**config.mk**
```make
export PLATFORM = sky130hd
export DESIGN_NAME = u41_eval
export DESIGN_NICKNAME = d
export VERILOG_FILES = /design/src/rtl/u41_eval.sv
export SDC_FILE = /design/constraint.sdc
export NUM_CORES = 1
export LEC_CHECK = 0
export ABC_AREA = 1
export CAP_MARGIN = 10
export CELL_PAD_IN_SITES_DETAIL_PLACEMENT = 0
export CELL_PAD_IN_SITES_GLOBAL_PLACEMENT = 2
export CORE_ASPECT_RATIO = 0.8
export CORE_MARGIN = 4
export CORE_UTILIZATION = 26
export CTS_CLUSTER_SIZE = 30
export DETAILED_ROUTE_END_ITERATION = 10
export GPL_ROUTABILITY_DRIVEN = 0
export PLACE_DENSITY_LB_ADDON = 0.08
export SYNTH_ARGS = -nofsm -noshare
export SYNTH_HDL_FRONTEND = slang
export SYNTH_SLANG_ARGS = --single-unit
```
**constraint.sdc**
```tcl
create_clock -name clk -period 1.54 [get_ports clk]
set_clock_uncertainty 0.05 [all_clocks]
set_input_delay 0.308 -clock clk [delete_from_list [all_inputs] [get_ports clk]]
set_output_delay 0.308 -clock clk [all_outputs]
set_load 0.1 [all_outputs]
```
**src/rtl/u41_eval.sv**
```systemverilog
// u41_eval: recomputes the 16-entry function table realised by a 10-pin u41 wiring.
// Optional illegal-code checking via `U41_EVAL_CHECK_EN (err tied to 0 when undefined).
module u41_eval #(
    parameter logic [1023:0] GATE_LUT = {512{2'b10}}
) (
    input  logic        clk,
    input  logic        rst,
    input  logic        wr_valid,
    output logic        wr_ready,
    input  logic [3:0]  pin,
    input  logic [2:0]  wiring,
    input  logic        start,
    output logic        busy,
    output logic        done,
    output logic [15:0] func,
    output logic        err
);

    typedef enum logic [1:0] {
        S_IDLE,
        S_EVAL,
        S_DONE
    } state_t;

    state_t      state_q, state_d;
    logic [3:0]  vec_q;
    logic [15:0] func_q;
    logic [2:0]  wiring_q [10];
    logic [9:0]  addr;
    logic        any_illegal;

    // Each pin resolves its wiring code against the current input vector.
    always_comb begin
        addr        = '0;
        any_illegal = 1'b0;
        for (int unsigned p = 0; p < 10; p++) begin
            unique case (wiring_q[p])
                3'd0, 3'd1, 3'd2, 3'd3: addr[p] = vec_q[wiring_q[p][1:0]];
                3'd5:                   addr[p] = 1'b1;
                default:                addr[p] = 1'b0;
            endcase
            if (wiring_q[p][2:1] == 2'b11) begin
                any_illegal = 1'b1;
            end
        end
    end

    always_ff @(posedge clk) begin
        if (rst) begin
            state_q <= S_IDLE;
        end else begin
            state_q <= state_d;
        end
    end

    always_comb begin
        state_d  = state_q;
        wr_ready = 1'b0;
        busy     = 1'b0;
        done     = 1'b0;
        unique case (state_q)
            S_IDLE: begin
                wr_ready = 1'b1;
                if (start) begin
                    state_d = S_EVAL;
                end
            end
            S_EVAL: begin
                busy = 1'b1;
                if (vec_q == 4'd0) begin
                    state_d = S_DONE;
                end
            end
            S_DONE: begin
                done    = 1'b1;
                state_d = S_IDLE;
            end
            default: state_d = S_IDLE;
        endcase
    end

    always_ff @(posedge clk) begin
        if (rst) begin
            vec_q  <= 4'hF;
            func_q <= '0;
            for (int unsigned p = 0; p < 10; p++) begin
                wiring_q[p] <= 3'd4;
            end
        end else begin
            if (state_q == S_IDLE && wr_valid && pin <= 4'd9) begin
                wiring_q[pin] <= wiring;
            end
            if (state_q == S_IDLE && start) begin
                vec_q <= 4'hF;
            end
            // Vectors run 15 down to 0, so vector i lands in func[i] after 16 shifts.
            if (state_q == S_EVAL) begin
                func_q <= {func_q[14:0], GATE_LUT[addr]};
                vec_q  <= vec_q - 4'd1;
            end
        end
    end

    assign func = func_q;

`ifdef U41_EVAL_CHECK_EN
    logic err_q;

    always_ff @(posedge clk) begin
        if (rst) begin
            err_q <= 1'b0;
        end else if (state_q == S_IDLE && start) begin
            err_q <= 1'b0;
        end else if (state_q == S_EVAL && any_illegal) begin
            err_q <= 1'b1;
        end
    end

    assign err = err_q;
`else
    logic unused_illegal;
    assign unused_illegal = any_illegal;
    assign err            = 1'b0;
`endif

endmodule

```
==> results of run 1 <==
## timing repair
item,in CTS,in global routing
gates cloned,0,0
hold endpoints to repair,0,0
setup endpoints to repair,1,1
hold buffers,0,0
resized for setup,0,1
buffers inserted,3,0
pin swaps,1,0
## state kept, by name (all words and copies together), names as in the netlist
register / cells
func: 16
vec_q: 4
wiring_q: 3
state_q: 2
## layout by cell type, fill, tap and decap left out, drive strengths merged
master	Yosys	routed
clkinv	0	1
nor3	2	2
inv	16	16
nor3b	1	1
o211ai	1	1
edfxtp	3	3
conb	1	1
nor2	38	38
clkbuf	2	3
dfxtp	22	22
nor4	1	1
nand2	11	11
ha	1	1
o21ai	19	19
clkdlybuf4s50	0	10
a21oi	4	4
nand3	7	7
buf	4	30
nand3b	1	1
## routing by layer
layer	GRT usage, %	share of wire [%]	vias to the layer above
met1	14.9	50	427
met3	3.54	4.4	2
met5	0	0	-
met2	16.7	45	19
li1	-	-	500
met4	1.90	0.51	0
## synth_stat cells
cell type and count:
nand2_1 9, inv_2 3, nor2_8 1, conb_1 1, nand3_1 7, clkbuf_1 2, buf_4 1, nor3_1 1
edfxtp_1 3, nor4_1 1, inv_1 12, nand2_2 1, nor2_1 35, dfxtp_1 22, a21oi_1 4, o211ai_1 1
o21ai_0 17, nor3b_4 1, buf_8 1, buf_6 2, ha_1 1, nor3_4 1, nand2_4 1, inv_6 1
nor2_4 2, o21ai_1 2, nand3b_1 1
## layout make-up
type,instances,area share (%)
Clock buffer,3,2.38
Inverter,16,3.75
Clock inverter,1,0.288
Sequential cell,25,30.6
Tap cell,55,3.97
Multi-Input combinational cell,87,26.5
Timing Repair Buffer,40,32.4
## power by group
group	leakage, uW	switching (uW)	internal [uW]	total [uW]
Clock	0.0000255	203	181	384
Combinational	0.000535	415	231	647
Sequential	0.000209	50.3	702	752
Total	0.000770	669	1110	1780
## final timing paths
kind / startpoint / slack, ns / endpoint
setup / recovery: state_q[0] / 0.07 / wr_ready
hold / removal: vec_q[0] / 0.45 / vec_q[0]
setup reg to reg: state_q[0] / 0.14 / vec_q[3]
hold reg to reg: vec_q[0] / 0.45 / vec_q[0]
## stage by stage
stage	total power (uW)	setup TNS, ns	instances	hold WS (ns)	area, um2
global route	1880	0	227	0.506	1740
global placement	1410	-0.472	220	0.426	1670
floorplan	1170	0	134	0.326	1110
finish	1780	0	227	0.445	1740
CTS	1820	0	227	0.447	1730
detailed placement	1400	-0.507	220	0.426	1670
## logic make-up (layout without fill, tap and decap cells)
family,after synthesis,in the layout,share of synthesized area (%)
DFF,25,25,48.2
adders and majority gates,1,1,1.14
other,1,1,0.341
buffers and inverters,22,60,10.7
and+or+nand+nor,61,61,28.5
AOI/OAI and AO/OA,24,24,11.1
## critical path, cell delays in order, from the launching register on
cell and delay (ns):
dfxtp_1 0.35, inv_2 0.13, nand2_4 0.09, inv_1 0.10, buf_12 0.18
==> flow_metrics.py, run 1 <==
metrics = {
    "worst_setup_path": {
        "crit_required_ns": 1.18,
        "crit_path_start_kind": "flop",
        "reg2reg_depth": 7,
        "endpoint_kind": "output port",
        "criticalPathCategory": "reg -> out",
        "cp_max_fo": 3,
        "arrival_ns": 1.11,
    },
    "global_routing": {
        "grt-ovfl-total": 0,
        "grt_pass1_wl_um": 4420,
        "grt_use_total_pct": 10.9,
        "grt_pass1_vias": 960,
        "grt_max_degree": 19,
        "antenna_found_initial": 0,
    },
    "synth": {
        "synthCells": 134,
        "synth_fp_nets": 146,
        "yosysTopAreaCellShare_pct": 40.0,
        "synth.distinct_cells": 27,
        "synth_area_um2": 1100,
        "ys_top_cells_by_area": "dfxtp_1, nor2_1, edfxtp_1",
        "ys_ff_latch": 25,
        "yosysWarnings": 0,
        "synth.avg_cell_area_um2": 8.22,
        "yosysTopAreaCell": "dfxtp_1",
        "yosysSeqAreaShare_pct": 48.2,
    },
    "timing": {
        "fin_crit_sh_pct": 95.1,
        "min_period_ns": 1.47,
        "max_freq_mhz": 683,
        "hold_viol": 0,
        "rsz0062_at_grt": "no",
        "slew_viol_final": 0,
        "final-setup-viol-count": 0,
        "worst_slack_ns": 0.0748,
    },
    "clock_tree": {
        "cts_buffers": 3,
        "clockBufferDepth": 2,
        "cts.clk_slew.worst_paths_ns": 0.08,
        "cts.sink_count": 25,
        "h-tree-depth": 1,
        "clk_latency_ns": 0.27,
        "cts_tree": "yes",
        "cts_root_buf": "clkbuf_8",
    },
    "floorplan": {
        "coreArea_um2": 3930,
        "die_h_um": 66.2,
        "initial_core_util_pct": 28.0,
        "rows": 20,
        "pin_count": 31,
        "fp.dieArea_um2": 5350,
        "die_x_um": 80.8,
    },
    "hold_path": {
        "hold_class": "reg -> reg",
        "whs_path_depth": 1,
    },
    "detailed_routing": {
        "route.antenna.remaining_nets": 0,
        "vias_per_cell": 4.18,
        "via_count": 948,
        "drt_first_pass_iters": 4,
        "wirelength_um": 2570,
        "first_iter_violations": 21,
        "drcViolationCount": 0,
        "avgRoutedWirePerCell_um": 11.3,
    },
    "final_layout": {
        "finalNetCount": 185,
        "fill_cells": 399,
        "area_growth_pct": 57.6,
        "drive_gt1_share_pct": 27.3,
        "multiInputGateArea_um2": 460,
        "final_core_util_pct": 44.2,
        "diodes": 0,
        "register_area_um2": 532,
    },
    "placed_design": {
        "hpwl_um": 1880,
        "dp_slack_ns": -0.125,
        "port_buffers": 29,
    },
    "power": {
        "power.density_nw_per_um2": 1030,
        "peakVddDrop_mv": 0.620,
        "p_leak_uw": 0.000770,
    },
    "run": {
        "cap_violations": 0,
    },
    "status": {
        "outcome": "complete, no violations",
    },
}
(Power assumes the default switching activity.)
==> run 2, diff against run 1 <==
==> config.mk (replaced) <==
export PLATFORM = sky130hd
export DESIGN_NAME = u41_eval
export DESIGN_NICKNAME = d
export VERILOG_FILES = /design/src/rtl/u41_eval.sv
export SDC_FILE = /design/constraint.sdc
export NUM_CORES = 1
export LEC_CHECK = 0
export CAP_MARGIN = 10
export CELL_PAD_IN_SITES_DETAIL_PLACEMENT = 0
export CELL_PAD_IN_SITES_GLOBAL_PLACEMENT = 2
export CORE_ASPECT_RATIO = 0.8
export CORE_MARGIN = 4
export CORE_UTILIZATION = 27
export CTS_CLUSTER_SIZE = 30
export DETAILED_ROUTE_END_ITERATION = 10
export GPL_ROUTABILITY_DRIVEN = 0
export PLACE_DENSITY_LB_ADDON = 0.1
export SYNTH_ARGS = -nofsm -noshare
export SYNTH_HDL_FRONTEND = slang
export SYNTH_SLANG_ARGS = --single-unit
==> flow_metrics.py, run 2 <==
metrics = {
    "detailed_routing": {
        "avgRoutedWirePerCell_um": 11.6,
        "drt_first_pass_iters": 4,
        "first_iter_violations": 61,
        "route.antenna.remaining_nets": 0,
        "via_count": 876,
        "wirelength_um": 2420,
        "drcViolationCount": 0,
        "vias_per_cell": 4.19,
    },
    "clock_tree": {
        "cts.sink_count": 25,
        "cts.clk_slew.worst_paths_ns": 0.09,
        "cts_root_buf": "clkbuf_8",
        "clockBufferDepth": 2,
        "hold_buffers": 0,
        "cts_tree": "yes",
        "cts_buffers": 3,
        "h-tree-depth": 1,
        "clk_latency_ns": 0.26,
    },
    "final_layout": {
        "layout_commonest_cell": "nand2_1",
        "final_area_um2": 1680,
        "diodes": 0,
        "fill_cells": 384,
        "fin_cells": 209,
        "finalNetCount": 167,
        "drive_gt1_share_pct": 29.2,
        "area_growth_pct": 51.7,
        "largest_reg_flops": 16,
        "final_cell_mix": "nand2_1, dfxtp_1, buf_12",
    },
    "worst_setup_path": {
        "crit_path_start_kind": "flop",
        "cp_slowest_cell": "dfxtp_2",
        "endpoint_kind": "output port",
        "rrSetupSlack_ns": 0.21,
        "crit_required_ns": 1.18,
        "crit_chain": "and2b_1 > buf_12",
        "cp_max_fo": 7,
        "slowest_delay_ns": 0.42,
        "criticalPathCategory": "reg -> out",
        "arrival_ns": 1.09,
    },
    "floorplan": {
        "die_x_um": 79.6,
        "initial_core_util_pct": 28.5,
        "die_h_um": 65.2,
        "fp.dieArea_um2": 5190,
        "pin_count": 31,
        "coreArea_um2": 3880,
        "rows": 20,
    },
    "synth": {
        "synthCells": 123,
        "synth.avg_cell_area_um2": 8.99,
        "yosysTopAreaCell": "dfxtp_1",
        "synth_edf_count": 3,
        "synthArstFlopShare_pct": 0,
        "yosysTopAreaCellShare_pct": 39.8,
        "synth_area_um2": 1110,
        "synth.most_common_cell": "nand2_1",
        "synth.distinct_cells": 37,
        "yosysWarnings": 0,
        "yosysSeqAreaShare_pct": 48.0,
        "synth_fp_nets": 135,
        "synth_ff_type": "dfxtp_1",
        "synthTopCellsByCount": "nand2_1, dfxtp_1, a21oi_2",
        "ys_ff_latch": 25,
        "ys_top_cells_by_area": "dfxtp_1, nand2_1, edfxtp_1",
    },
    "timing": {
        "fin_crit_sh_pct": 94.3,
        "rsz0062_at_grt": "no",
        "tns_ns": 0,
        "max_freq_mhz": 688,
        "min_period_ns": 1.45,
        "worst_slack_ns": 0.0873,
        "final-setup-viol-count": 0,
        "slew_viol_final": 0,
        "hold_viol": 0,
    },
    "power": {
        "peakVddDrop_mv": 0.344,
        "power.total_uw": 1270,
        "p_leak_uw": 0.000627,
        "power.density_nw_per_um2": 758,
    },
    "placed_design": {
        "port_buffers": 29,
        "placed_cells": 204,
        "placed_area_um2": 1620,
        "dp_slack_ns": -0.0712,
        "hpwl_um": 1690,
    },
    "global_routing": {
        "grt_pass1_wl_um": 4150,
        "grt-ovfl-total": 0,
        "grt_use_total_pct": 10.4,
        "grt_max_degree": 19,
        "grt_pass1_vias": 866,
        "antenna_found_initial": 0,
    },
    "run": {
        "cap_violations": 0,
    },
    "hold_path": {
        "hold_class": "reg -> reg",
    },
    "status": {
        "outcome": "complete, no violations",
    },
}
-- run 2: cell count changes in the layout (fill, tap and decap cells not counted), sizes merged, moves of 2 or more --
cell and change:
nor2b +3, nand2b +2, buf -6, a21oi +12, nand2 +22, nor2 -31, o21ai -16, inv -9
nand3 -7
-- run 2: final cells by class --
type / count / area [um2] / area share [%]
clock buffer: 4 / 45.0 / 2.68
inverter: 7 / 28.8 / 1.72
multi-input combinational: 84 / 484 / 28.9
sequential: 25 / 533 / 31.8
tap: 55 / 68.8 / 4.10
timing repair buffer: 34 / 518 / 30.9
-- run 2: kinds of logic (layout without fill, tap and decap cells) --
family	Yosys count	after routing	share of synthesized area, %
adder cells (fa/ha/maj)	1	1	1.13
other	1	1	0.339
multiplexers	1	1	0.905
flip-flops	25	25	48.0
buffers and inverters	14	45	9.16
AND/OR/NAND/NOR	54	54	22.6
AO/OA/AOI/OAI	27	27	17.9
-- run 2: power breakdown --
part / switching (uW) / internal (uW)
logic: 123 / 75.7
clock network: 204 / 185
registers: 15.3 / 669
-- run 2: final timing paths --
kind	startpoint	endpoint	cells after the start
setup / recovery	state_q[0]	done	2
hold / removal	func[15]	func[15]	2
setup reg to reg	state_q[0]	func[4]	6
hold reg to reg	func[15]	func[15]	2
-- run 2: per-stage QoR --
step                      hold slack, ns  util [%]
after global routing               0.490      43.3
final                              0.445      43.3
after CTS                          0.447      43.2
after floorplan                    0.446         -
after global placement             0.435      41.9
after detailed placement           0.435      41.9
-- run 2: routing by layer --
layer | vias up | wire length [um] | track usage (%)
li1 | 468 | - | -
met2 | 20 | 1000 | 15.8
met4 | 0 | 12 | 1.93
met5 | - | 0 | 0
met1 | 386 | 1260 | 14.1
met3 | 2 | 145 | 3.84
-- run 2: worst max-delay path, delay by kind of cell (launching register included) --
family | cells | cell delay [ns]
buffers and inverters | 1 | 0.17
flip-flops | 1 | 0.42
AND/OR/NAND/NOR | 1 | 0.23
-- run 2: timing repair --
| action | CTS | global route |
|---|---|---|
| resized for setup | 0 | 1 |
| cloned | 0 | 0 |
| endpoints found under the setup margin | 1 | 1 |
| buffers inserted | 1 | 0 |
==> patch: new RTL, flow settings as in run 2 <==
Build with the macro `U41_EVAL_CHECK_EN` defined.
--- a/src/rtl/u41_eval.sv
+++ b/src/rtl/u41_eval.sv
@@ -2,2 +2,4 @@
 // Optional illegal-code checking via `U41_EVAL_CHECK_EN (err tied to 0 when undefined).
+`define U41_EVAL_CHECK_EN
+
 module u41_eval #(
Formal check against the unedited RTL: not equivalent (a bounded check fails within 4 cycles, from zero or initial values and one cycle with rst high).
==> patch against run 2 <==
  * The flow now finishes with violations (setup timing)
  * Synthesized area is 75% higher
  * Worst setup slack worse by 98 ps
  * Maximum frequency is 6.3% lower
  * Sequential cell count rose by 19
  * Power grew 83%
  * Count of clock-buffer cells in the layout rose by 2
  * Register-to-register slack got worse by 220 ps
  * Cell area up 69%
  * Wire length is 110% higher
  * Critical path type is now register to register
  * Critical endpoint is now wiring_q[7][1]
  * Largest cell class unchanged
==> patch: results (changes against run 2) <==
yosys:
  synth-seq-area-share: 0.565  # +0.0851
  synth_common_cells: "nand2_1 (41), dfxtp_1 (23), edfxtp_1 (21)"
  synth-edff-count: 21  # +18
  synthFlopType: "dfxtp_1"
  syn-num-nets: 206  # +53%
  ys_types: 44  # +19%
  ys.warnings.count: 0  # unchanged
  yosys-top-cells-area: "edfxtp_1 (33%), dfxtp_1 (24%), nand2_1 (8.0%)"
global_route:
  grt.total_usage: 0.126  # +0.0224
  grt_max_degree: 18  # -1
  grt_pass1_vias: 1698  # +96%
  grt_first_pass_wirelength_um: 8470  # +100%
final_layout:
  top_register: "wiring_q"
  nFillCells: 651  # +70%
  layout-drive-gt1-share: 0.287  # -0.00476
  largest_reg_flops: 21  # +5
  fin_nets: 258  # +54%
critical_path:
  r2r-start: "state_q[0]"
  path_max_fanout: 7  # unchanged
  rr_endpoint: "wiring_q[7][1]"
  rr_worst_depth: 3  # -3
  crit_arrival_ps: 1500  # +410 ps
route:
  vias_per_cell: 4.80  # +15%
  wl_per_cell_um: 15.0  # +30%
  drt_iter0_markers: 61  # unchanged
placed_design:
  port_buffers: 30  # +3.4%
  hpwl_um: 3770  # +120%
  dpl-instance-area_mm2: 0.00267  # +65%
  pre_cts_ws_ps: -486  # -415 ps
hold_path:
  hp-start: "func[15]"
  hold_depth: 2  # unchanged
cts:
  clk_latency_ps: 290  # +30 ps
  htree_num_levels: 2  # +1
  clk_pin_slew_ps: 80
  cts_buffers: 5  # +2
  cts_buffer_depth: 2  # unchanged
status:
  status: "complete, but fails checks"
  violations: "setup timing"
power:
  p_leak_nw: 1.04  # +66%
  ir_drop_v: 0.000329  # -4.4%
sta:
  worst_slew_pin_slew_ps: 428
  setup_ws_ps: -11.1  # -98.5 ps
  finalSetupViolCount: 1  # +1
[patch: worst max path at each step]
stage,start,end,slack (ps),cells after the start
finish,state_q[0],wiring_q[7][1],-10,3
floorplan,state_q[0],wr_ready,-40,2
global placement,wr_valid,wiring_q[7][2],-420,4
global route,state_q[0],wiring_q[7][1],-50,3
CTS,state_q[1],wiring_q[7][1],-20,3
detailed placement,wr_valid,wiring_q[1][1],-490,5
[patch: power by group]
part | total (mW) | switching, mW | internal, mW
registers | 1.27 | 0.0184 | 1.25
clock network | 0.707 | 0.392 | 0.315
logic | 0.359 | 0.210 | 0.149
[patch: worst max-delay path, stage by stage (launching register included)]
cell and delay [ps]:
dfxtp_2 340, or3b_4 460, nor2_4 190, a41o_1 230
[patch: repair_timing]
action	in CTS	in global routing
gates cloned	0	0
endpoints found under the setup margin	28	35
buffers inserted	3	0
resized for setup	9	11
pin swaps	4	5
[patch: through the flow]
| stage | hold WS (ps) | std cells | TNS, ps |
|---|---|---|---|
| 2_1_floorplan | 409 | 194 | -38.2 |
| 3_3_place_gp | 435 | 323 | -13790 |
| 3_5_place_dp | 440 | 323 | -15140 |
| 4_1_cts | 455 | 334 | -25.8 |
| 5_1_grt | 471 | 334 | -175 |
| 6_report | 446 | 334 | -11.1 |
[patch: layer usage]
layer | share of wire | vias up | GRT usage | wire length [um]
met5 | 0 | - | 0 | 0
met4 | 0.0044 | 0 | 0.0322 | 22
met3 | 0.060 | 2 | 0.0368 | 300
met2 | 0.46 | 39 | 0.187 | 2310
met1 | 0.47 | 764 | 0.178 | 2380
li1 | - | 798 | - | -
[patch: cells by family (layout without fill, tap and decap cells)]
logic type,count (synthesis),in the layout,synth area share
muxes,1,1,0.00518
DFF,44,44,0.565
adders and majority gates,1,1,0.00648
AOI/OAI and AO/OA,44,44,0.151
and+or+nand+nor,88,88,0.234
buffers and inverters,16,69,0.0389
[patch: layout make-up]
cell class                 instances  area [um2]  area share
clock inverter                     2        11.3     0.00398
clock buffer                       6        72.6      0.0256
sequential                        44        1090       0.386
timing repair buffer              56         714       0.252
multi-input combinational        134         810       0.286
inverter                           5        21.3     0.00751
tap                               87         109      0.0384
